--- src/rtl/keypad_entry_collector.sv ---
// keypad_entry_collector
//   Scans a 4x4 active-low matrix keypad, debounces press and release, decodes
//   the key and accumulates digits into a nibble buffer (nibble 0 = newest).
//   Enter (*), abort (#) and an idle timeout each emit a one-cycle frame strobe.
// Ports:
//   clk, rst       clock, asynchronous active-high reset
//   enable         scanning allowed when high
//   col_matriz     column sense, active-low (bit 3-c low = column c)
//   lin_matriz     row drive, active-low one-hot (bit 3-r low = row r)
//   digits_value   digit buffer, unused nibbles read 0xF
//   digits_valid   one-cycle frame strobe
//   digit_count    number of digits held
//   frame_kind     0 = enter, 1 = abort, 2 = timeout (valid with digits_valid)
module keypad_entry_collector #(
  parameter int unsigned DIGITS         = 20,
  parameter int unsigned DB_CYCLES      = 100,
  parameter int unsigned TIMEOUT_CYCLES = 5000
) (
  input  logic                        clk,
  input  logic                        rst,
  input  logic                        enable,
  input  logic [3:0]                  col_matriz,
  output logic [3:0]                  lin_matriz,
  output logic [4*DIGITS-1:0]         digits_value,
  output logic                        digits_valid,
  output logic [$clog2(DIGITS+1)-1:0] digit_count,
  output logic [1:0]                  frame_kind
);

  localparam int unsigned ValW = 4 * DIGITS;
  localparam int unsigned CntW = $clog2(DIGITS + 1);
  localparam int unsigned DbW  = $clog2(DB_CYCLES + 1);
  localparam int unsigned TmoW = $clog2(TIMEOUT_CYCLES + 1);

  localparam logic [ValW-1:0] AllF = {DIGITS{4'hF}};
  localparam logic [ValW-1:0] AllB = {DIGITS{4'hB}};
  localparam logic [ValW-1:0] AllE = {DIGITS{4'hE}};
  localparam logic [DbW-1:0]  DbLast  = DbW'(DB_CYCLES - 1);
  localparam logic [TmoW-1:0] TmoLast = TmoW'(TIMEOUT_CYCLES - 1);

  localparam logic [1:0] KindEnter   = 2'd0;
  localparam logic [1:0] KindAbort   = 2'd1;
  localparam logic [1:0] KindTimeout = 2'd2;

  typedef enum logic [2:0] {
    StScan, StDebounce, StDecode, StWaitRelease, StDisabled
  } state_e;

  state_e          state_q, state_d;
  logic [1:0]      row_q, row_d;
  logic [3:0]      col_q, col_d;
  logic [DbW-1:0]  db_q, db_d;
  logic [TmoW-1:0] tmo_q, tmo_d;
  logic [ValW-1:0] val_q, val_d;
  logic [CntW-1:0] cnt_q, cnt_d;
  logic            valid_q, valid_d;
  logic [1:0]      kind_q, kind_d;

  logic [3:0]      col_low;
  logic            single_low;
  logic [1:0]      key_col;
  logic            is_digit, is_enter, is_abort, is_bksp;
  logic [3:0]      key_digit;
  logic            decode_next;
  logic            tmo_fire;
  logic [ValW-1:0] base_val;
  logic [CntW-1:0] base_cnt;

  assign col_low    = ~col_matriz;
  assign single_low = (col_low != 4'd0) && ((col_low & (col_low - 4'd1)) == 4'd0);

  // Scan / debounce control
  always_comb begin
    state_d = state_q;
    row_d   = row_q;
    col_d   = col_q;
    db_d    = db_q;
    case (state_q)
      StScan: begin
        if (!enable) begin
          state_d = StDisabled;
        end else if (single_low) begin
          col_d   = col_matriz;
          db_d    = '0;
          state_d = StDebounce;
        end else begin
          row_d = row_q + 2'd1;
        end
      end
      StDebounce: begin
        if (col_matriz != col_q) begin
          db_d    = '0;
          state_d = StScan;
        end else if (db_q == DbLast) begin
          db_d    = '0;
          state_d = StDecode;
        end else begin
          db_d = db_q + 1'b1;
        end
      end
      StDecode: begin
        db_d    = '0;
        state_d = StWaitRelease;
      end
      StWaitRelease: begin
        if (col_matriz != 4'hF) begin
          db_d = '0;
        end else if (db_q == DbLast) begin
          db_d    = '0;
          state_d = StScan;
        end else begin
          db_d = db_q + 1'b1;
        end
      end
      StDisabled: begin
        if (enable) begin
          row_d   = 2'd0;
          state_d = StScan;
        end
      end
      default: state_d = StScan;
    endcase
  end

  assign decode_next = (state_q == StDebounce) && (state_d == StDecode);

  always_comb begin
    case (col_q)
      4'b0111: key_col = 2'd0;
      4'b1011: key_col = 2'd1;
      4'b1101: key_col = 2'd2;
      default: key_col = 2'd3;
    endcase
  end

  // Row 3 holds * 0 # D; column 3 of rows 0-2 holds the ignored A/B/C
  always_comb begin
    is_digit  = 1'b0;
    is_enter  = 1'b0;
    is_abort  = 1'b0;
    is_bksp   = 1'b0;
    key_digit = 4'd0;
    if (row_q == 2'd3) begin
      case (key_col)
        2'd0:    is_enter = 1'b1;
        2'd1:    is_digit = 1'b1;
        2'd2:    is_abort = 1'b1;
        default: is_bksp  = 1'b1;
      endcase
    end else if (key_col != 2'd3) begin
      is_digit  = 1'b1;
      key_digit = 4'(row_q) * 4'd3 + 4'(key_col) + 4'd1;
    end
  end

  // Buffer, timeout and frame generation
  always_comb begin
    // The cycle after a frame strobe the buffer restarts empty
    base_val = valid_q ? AllF : val_q;
    base_cnt = valid_q ? '0 : cnt_q;
    val_d    = base_val;
    cnt_d    = base_cnt;
    valid_d  = 1'b0;
    kind_d   = kind_q;
    tmo_d    = tmo_q;
    tmo_fire = 1'b0;

    if (state_q == StDecode || valid_q) begin
      tmo_d = '0;
    end else if (cnt_q != '0 && state_q != StDisabled) begin
      if (tmo_q == TmoLast) begin
        // A key about to decode beats the timeout; hold until DECODE clears it
        if (!decode_next) begin
          tmo_fire = 1'b1;
          tmo_d    = '0;
        end
      end else begin
        tmo_d = tmo_q + 1'b1;
      end
    end

    if (state_q == StDecode) begin
      if (is_digit) begin
        val_d = {base_val[ValW-5:0], key_digit};
        if (base_cnt != CntW'(DIGITS)) cnt_d = base_cnt + 1'b1;
      end else if (is_enter) begin
        valid_d = 1'b1;
        kind_d  = KindEnter;
      end else if (is_abort) begin
        val_d   = AllB;
        cnt_d   = '0;
        valid_d = 1'b1;
        kind_d  = KindAbort;
      end else if (is_bksp && base_cnt != '0) begin
        val_d = {4'hF, base_val[ValW-1:4]};
        cnt_d = base_cnt - 1'b1;
      end
    end else if (tmo_fire) begin
      val_d   = AllE;
      cnt_d   = '0;
      valid_d = 1'b1;
      kind_d  = KindTimeout;
    end
  end

  always_ff @(posedge clk or posedge rst) begin
    if (rst) begin
      state_q <= StScan;
      row_q   <= 2'd0;
      col_q   <= 4'hF;
      db_q    <= '0;
      tmo_q   <= '0;
      val_q   <= AllF;
      cnt_q   <= '0;
      valid_q <= 1'b0;
      kind_q  <= KindEnter;
    end else begin
      state_q <= state_d;
      row_q   <= row_d;
      col_q   <= col_d;
      db_q    <= db_d;
      tmo_q   <= tmo_d;
      val_q   <= val_d;
      cnt_q   <= cnt_d;
      valid_q <= valid_d;
      kind_q  <= kind_d;
    end
  end

  assign lin_matriz   = (state_q == StDisabled) ? 4'hF : ~(4'b1000 >> row_q);
  assign digits_value = val_q;
  assign digit_count  = cnt_q;
  assign digits_valid = valid_q;
  assign frame_kind   = kind_q;

endmodule

--- config.mk ---
export PLATFORM = sky130hd
export DESIGN_NAME = keypad_entry_collector
export DESIGN_NICKNAME = d
export VERILOG_FILES = /design/src/rtl/keypad_entry_collector.sv
export SDC_FILE = /design/constraint.sdc
export NUM_CORES = 1
export LEC_CHECK = 0
export BUFFER_PORTS_ARGS = -buffer_cell sky130_fd_sc_hd__buf_4
export CAP_MARGIN = 20
export CORE_MARGIN = 2
export CORE_UTILIZATION = 59
export DETAILED_ROUTE_END_ITERATION = 8
export GPL_TIMING_DRIVEN = 0
export PLACE_DENSITY = 0.78
export SYNTH_ARGS = -nofsm -noshare
export SYNTH_HDL_FRONTEND = slang
export SYNTH_SLANG_ARGS = --single-unit
--- constraint.sdc ---
create_clock -name clk -period 3.6 [get_ports clk]
set_clock_uncertainty 0.1 [all_clocks]
set_input_delay 0.18 -clock clk [delete_from_list [all_inputs] [get_ports clk]]
set_output_delay 0.18 -clock clk [all_outputs]
set_load 0.02 [all_outputs]
Yosys cells after proc, flatten, opt, wreduce, memory -nomap -nowiden
Cells that the tools add are included.
{ "word_totals": {"register_bits": 117, "out_inout_bits": 92, "elab_cells": 132} }
{ "op_classes": {"n_reduce_logical": 21, "bitwise": 3, "n_mux": 64, "addsub": 8, "shift": 1, "n_eq_ne": 25, "multipliers": 1} }
{ "op_table": {"columns": ["operator", "count"], "rows": [
  ["$mux 80", 7],
  ["$mux 13", 4],
  ["$mux 5", 8],
  ["$mux 7", 5],
  ["$pmux 7 s4", 1],
  ["$mux 3", 7],
  ["$mux 1", 18],
  ["$mux 2", 8],
  ["$pmux 3 s5", 1],
  ["$add 13x1->13 const B", 1],
  ["$eq 13x13->1 const B", 1],
  ["$mux 4", 3],
  ["$ne 2x2->1 const B", 6],
  ["$reduce_bool 5->1", 2],
  ["$eq 3x2->1 const B", 3],
  ["$ne 3x3->1 const B", 3],
  ["$reduce_and 3->1", 3],
  ["$eq 4x4->1 const B", 2],
  ["$not 4->4", 2],
  ["$reduce_bool 4->1", 2],
  ["$add 7x1->7 const B", 1],
  ["$eq 7x7->1 const B", 1],
  ["$pmux 2 s3", 1],
  ["$reduce_bool 2->1", 3],
  ["26 further kinds", 30]
]} }

Logic depth before layout (Yosys ltp)
{ "logic_depth": {"ltp_word": 16, "depth_mapped": 12} }

Worst setup path before layout
No wires, ideal clock.
{ "synth_timing": {"path_type": "register to register", "start": "register valid_q (netlist: digits_valid)", "end": "register val_q[68] (netlist: digits_value[68])", "path_stages_with_launch": 12, "arrival_time_ns": 2.571, "slack_ns": 0.833, "setup_time_ns": 0.096, "synth_period_minus_slack_ns": 2.767, "path_buffers": 3, "path_cell_list": "dfrtp_1 inv_1 clkbuf_1 nand2_1 ha_1 or4b_4 and2_1 buf_4 nand2_4 buf_2 nor3_1 o32ai_1"} }
{ "synth_via": {"elab_chain_len": 8, "elab_cells_between_ends": 12, "cone_classes": "mux (9); reduce/logical (3)"} }
{ "synth_lines": {"columns": ["element", "line", "source"], "rows": [
  ["from (decl)", "56", "logic valid_q, valid_d;"],
  ["from (signal assigned)", "225", "valid_q <= valid_d;"],
  ["$mux 5", "160", "base_cnt = valid_q ? '0 : cnt_q;"],
  ["$reduce_bool 5->1", "194", "end else if (is_bksp && base_cnt != '0) begin"],
  ["$logic_and 1x1->1", "194", null],
  ["$mux 80", "194", null],
  ["$mux 80", "189", "end else if (is_abort) begin"],
  ["$mux 80", "186", "end else if (is_enter) begin"],
  ["$mux 80", "183", "if (is_digit) begin"],
  ["$mux 80 *", "182", "if (state_q == StDecode) begin"],
  ["net val_d[68]", "54", "logic [ValW-1:0] val_q, val_d;"],
  ["to (signal assigned)", "213", "val_q <= AllF;"],
  ["to (signal assigned)", "223", "val_q <= val_d;"],
  ["to (decl)", "54", null]
]} }
Mark *: on every way through the listed nets, which the timed path passes. The rest lies on a longest branch.
A chain may end at the register's enable or synchronous reset.

Worst setup path after layout
{ "layout_timing": {"start": "register valid_q (netlist: digits_valid)", "end": "register val_q[27] (netlist: digits_value[27])"} }
The elaborated chain is that of the path after synthesis.

==> results.md <==
- Port bufs: 98
- Post-synth EDFFs: 0
- Vias per cell: between 6 and 7
- Drt pass-1 iters: 6
- Synth Instances: around 910
- Gr busiest metal: met2
- Internal: ~3.7 mW
- CP Data Required Time: 3840 ps
- Met3 usage: ~7.5%
- Maxcap violations: 0
- Setup TNS: 0 ps
- Grt ovf: 0
- Reg2reg end: digits_value[27]$_DFF_PP1_
- Final Hold Fails: 0
- Core ar.: 12600 µm²
- Starting DRC count in detailed routing: around 1100
- Critical path endpoint category: register
- Outcome: finished, final reports clean
- Vias in the first global route: around 7500
- Syn Nets: 927
- Clk pwr share: between 20% and 30%
- Leading area contributor after synthesis: dfstp_2
- Final WL: 23800 µm
- Pre-CTS WS: roughly 170 ps
- Clock slew at reported path FFs: around 60 ps
- WHS: 296 ps
- M1 GR Usage: 46.0%
- Tcrit/Tclk final: 96.6%
- CTS tree: done
- Nets: roughly 1100
- Worst skew pair latency: between 400 and 500 ps
- Cell area after synthesis: 7650 µm²
- H-tree depth: 4
- First-pass GRT wire length: 38500 µm
- RSZ-0062 raised after global routing: false
- R2R Setup Slk: 120 ps
- Std-Cell Rows: 41
- Setup crit end: digits_value[27]$_DFF_PP1_
- #FFs+latches synth: ~120
- Net switching power: 2.39 mW
- Die area: approximately 14000 µm²
- Reg2Reg Depth: 10
- Post-synth top cells: nand2_1, nor2_1, dfstp_2, a21oi_1, o211ai_1
- WP data arrival: about 3700 ps
- Max-Slew Margin vs Limit: 38.7%
- Inserted Diodes: 0
- Setup ws final: 124 ps
- Total GRT Usage: 34.4%
- Die W: 118 µm
- DPL Wire Length: between 15000 and 20000 µm
- # clock sinks: between 100 and 150
- Postcts setup bufs: 0
- DP Area: 8640 µm²
- Worst R2R Start: digits_valid$_DFF_PP0_
- Antenna viol nets, final: 0
- Post-Syn Area per Cell: ~8.4 µm²
- I/O Pins: 99
- Net Sw Frac: around two fifths
- FFs w/ async S/R, synth: 100%
- Antenna violations before repair: 0
- DRC: 0
- Starting Density: roughly three fifths
- RePlAce Congestion: a little under 1
- Ys Warns: 0
- Share of cells above drive strength 1: roughly a quarter
- Post-synthesis sequential area ratio: between 30% and 40%
- Most common cell in the netlist: nand2_1
- WL/cell: 19.6 µm
- Setup CP Type: reg -> reg
- Worst slew pin tran: 920 ps
- Beginning of the critical path: digits_valid$_DFF_PP0_
- Vias: 7950
- Primary FF master, synth: dfstp_2
- Leakage power: 3.93 nW
- Synth area leaders: dfstp_2, dfrtp_1, o211ai_1
- Share of Yosys cell area claimed by the top area cell type: 28.8%
- Final Cell Area: 9260 µm²
- Area growth syn-to-layout: 21.0%
- Clock buffer depth: 2
- Part of the power in registers: 34.8%
- Worst min-delay path class: in -> async
- Peak VDD IR: 379 µV
- Slew Limit Fails: 0
- F_max: approximately 290 MHz
- CP startpoint kind: register
- Overall power: roughly 6.1 mW
- Netlist cell types: 77
- Die Ht: 118 µm
- Comb power frac: 38.7%
- CTS Buf Count: 17
- Cell Pwr Density: about 660 nW/µm²
- Final setup violation count: 0
- Largest net degree at the start of global routing: 63
- Min Tclk post-route: approximately 3500 ps
- Clk root buf: clkbuf_16
- M2 GR Usage: between 50% and 60%
- Worst-path fanout max: 10
[cells by family (layout without fill, tap and decap cells)]
| kind of cell | count (synthesis) | after routing | share of synthesized area, % |
|---|---|---|---|
| XOR/XNOR | 12 | 12 | 1.37 |
| AO/OA/AOI/OAI | 346 | 346 | 30.0 |
| multiplexers | 14 | 14 | 1.90 |
| buffers and inverters | 97 | 233 | 5.69 |
| AND/OR/NAND/NOR | 308 | 308 | 19.1 |
| adder cells (fa/ha/maj) | 13 | 13 | 2.32 |
| flip-flops | 117 | 117 | 39.6 |
[critical path, cell delays in order, from the launching register on]
cell      delay (ps)
dfrtp_1          500
inv_1            120
clkbuf_1         490
nand2_1          220
ha_1             350
or4b_4           250
nand2_1          270
nor2_4           350
clkbuf_1         410
o211ai_1         190
o211ai_1         130
[worst min-delay path by stage]
| stage | start | endpoint | slack [ps] | cells after the start |
|---|---|---|---|---|
| finish | rst | digit_count[3]$_DFF_PP0_ | 300 | 3 |
| global route | rst | digit_count[3]$_DFF_PP0_ | 340 | 3 |
| CTS | rst | digit_count[3]$_DFF_PP0_ | 300 | 3 |
| detailed placement | rst | digit_count[3]$_DFF_PP0_ | 180 | 2 |
| global placement | enable | state_q[2]$_DFF_PP0_ | 250 | 2 |
| floorplan | enable | state_q[2]$_DFF_PP0_ | 150 | 1 |
[metrics by stage]
stage,util (%),cells
after global placement,68.2,1177
after CTS,73.4,1216
after detailed placement,68.5,1178
after global routing,73.4,1215
after floorplan,-,907
final,73.4,1215
[cell type report]
cell class,count,area (µm²)
plain buffers,80,375
clock inverters,12,104
well taps,172,215
multi-input cells,693,4190
clock buffers,20,457
flip-flops and latches,117,3030
repair buffers,105,823
fillers,1019,3360
inverters,16,65.1
[registers in the layout (all words and copies together) (netlist names)]
| signal | flops |
|---|---|
| digits_value | 80 |
| tmo_q | 13 |
| db_q | 7 |
| digit_count | 5 |
| col_q | 4 |
| state_q | 3 |
| frame_kind | 2 |
| row_q | 2 |
| digits_valid | 1 |
[metal layers]
layer	vias up	part of all wire, %
li1	3652	-
met1	3773	40
met2	448	47
met3	77	9.0
met4	0	4.1
met5	-	0
[power by group through the flow]
stage | clock network [mW] | logic (mW) | registers, mW
2_1_floorplan | 0 | 1.15 | 2.47
3_5_place_dp | 0 | 2.33 | 2.14
4_1_cts | 1.63 | 2.35 | 2.12
3_3_place_gp | 0 | 2.29 | 2.13
5_1_grt | 1.70 | 2.58 | 2.17
6_report | 1.62 | 2.37 | 2.13
[what timing repair did]
action	CTS	global route
endpoints found under the setup margin	0	44
gates resized for setup	0	7
hold endpoints to repair	10	0
hold buffers	6	0
[layout by cell type (no fill, tap or decap), drive strengths merged, types with 6 or more instances in the layout]
master       netlist  routed
mux2i             10      10
xnor2              7       7
nand2            108     108
a21oi             79      79
o211ai            60      60
a221oi             7       7
o31ai             28      28
dlygate4sd3        0       6
a31oi             18      18
nor2              88      88
o21ai             71      71
dfstp             84      84
and3              11      11
o22ai             13      13
dfrtp             33      33
clkbuf            49      68
or3                7       7
ha                11      11
nor3              13      13
a211oi             7       7
buf               32     131
nand3             45      45
inv               16      18
a211o             11      11
No activity file was read; power rests on OpenSTA's default activity.
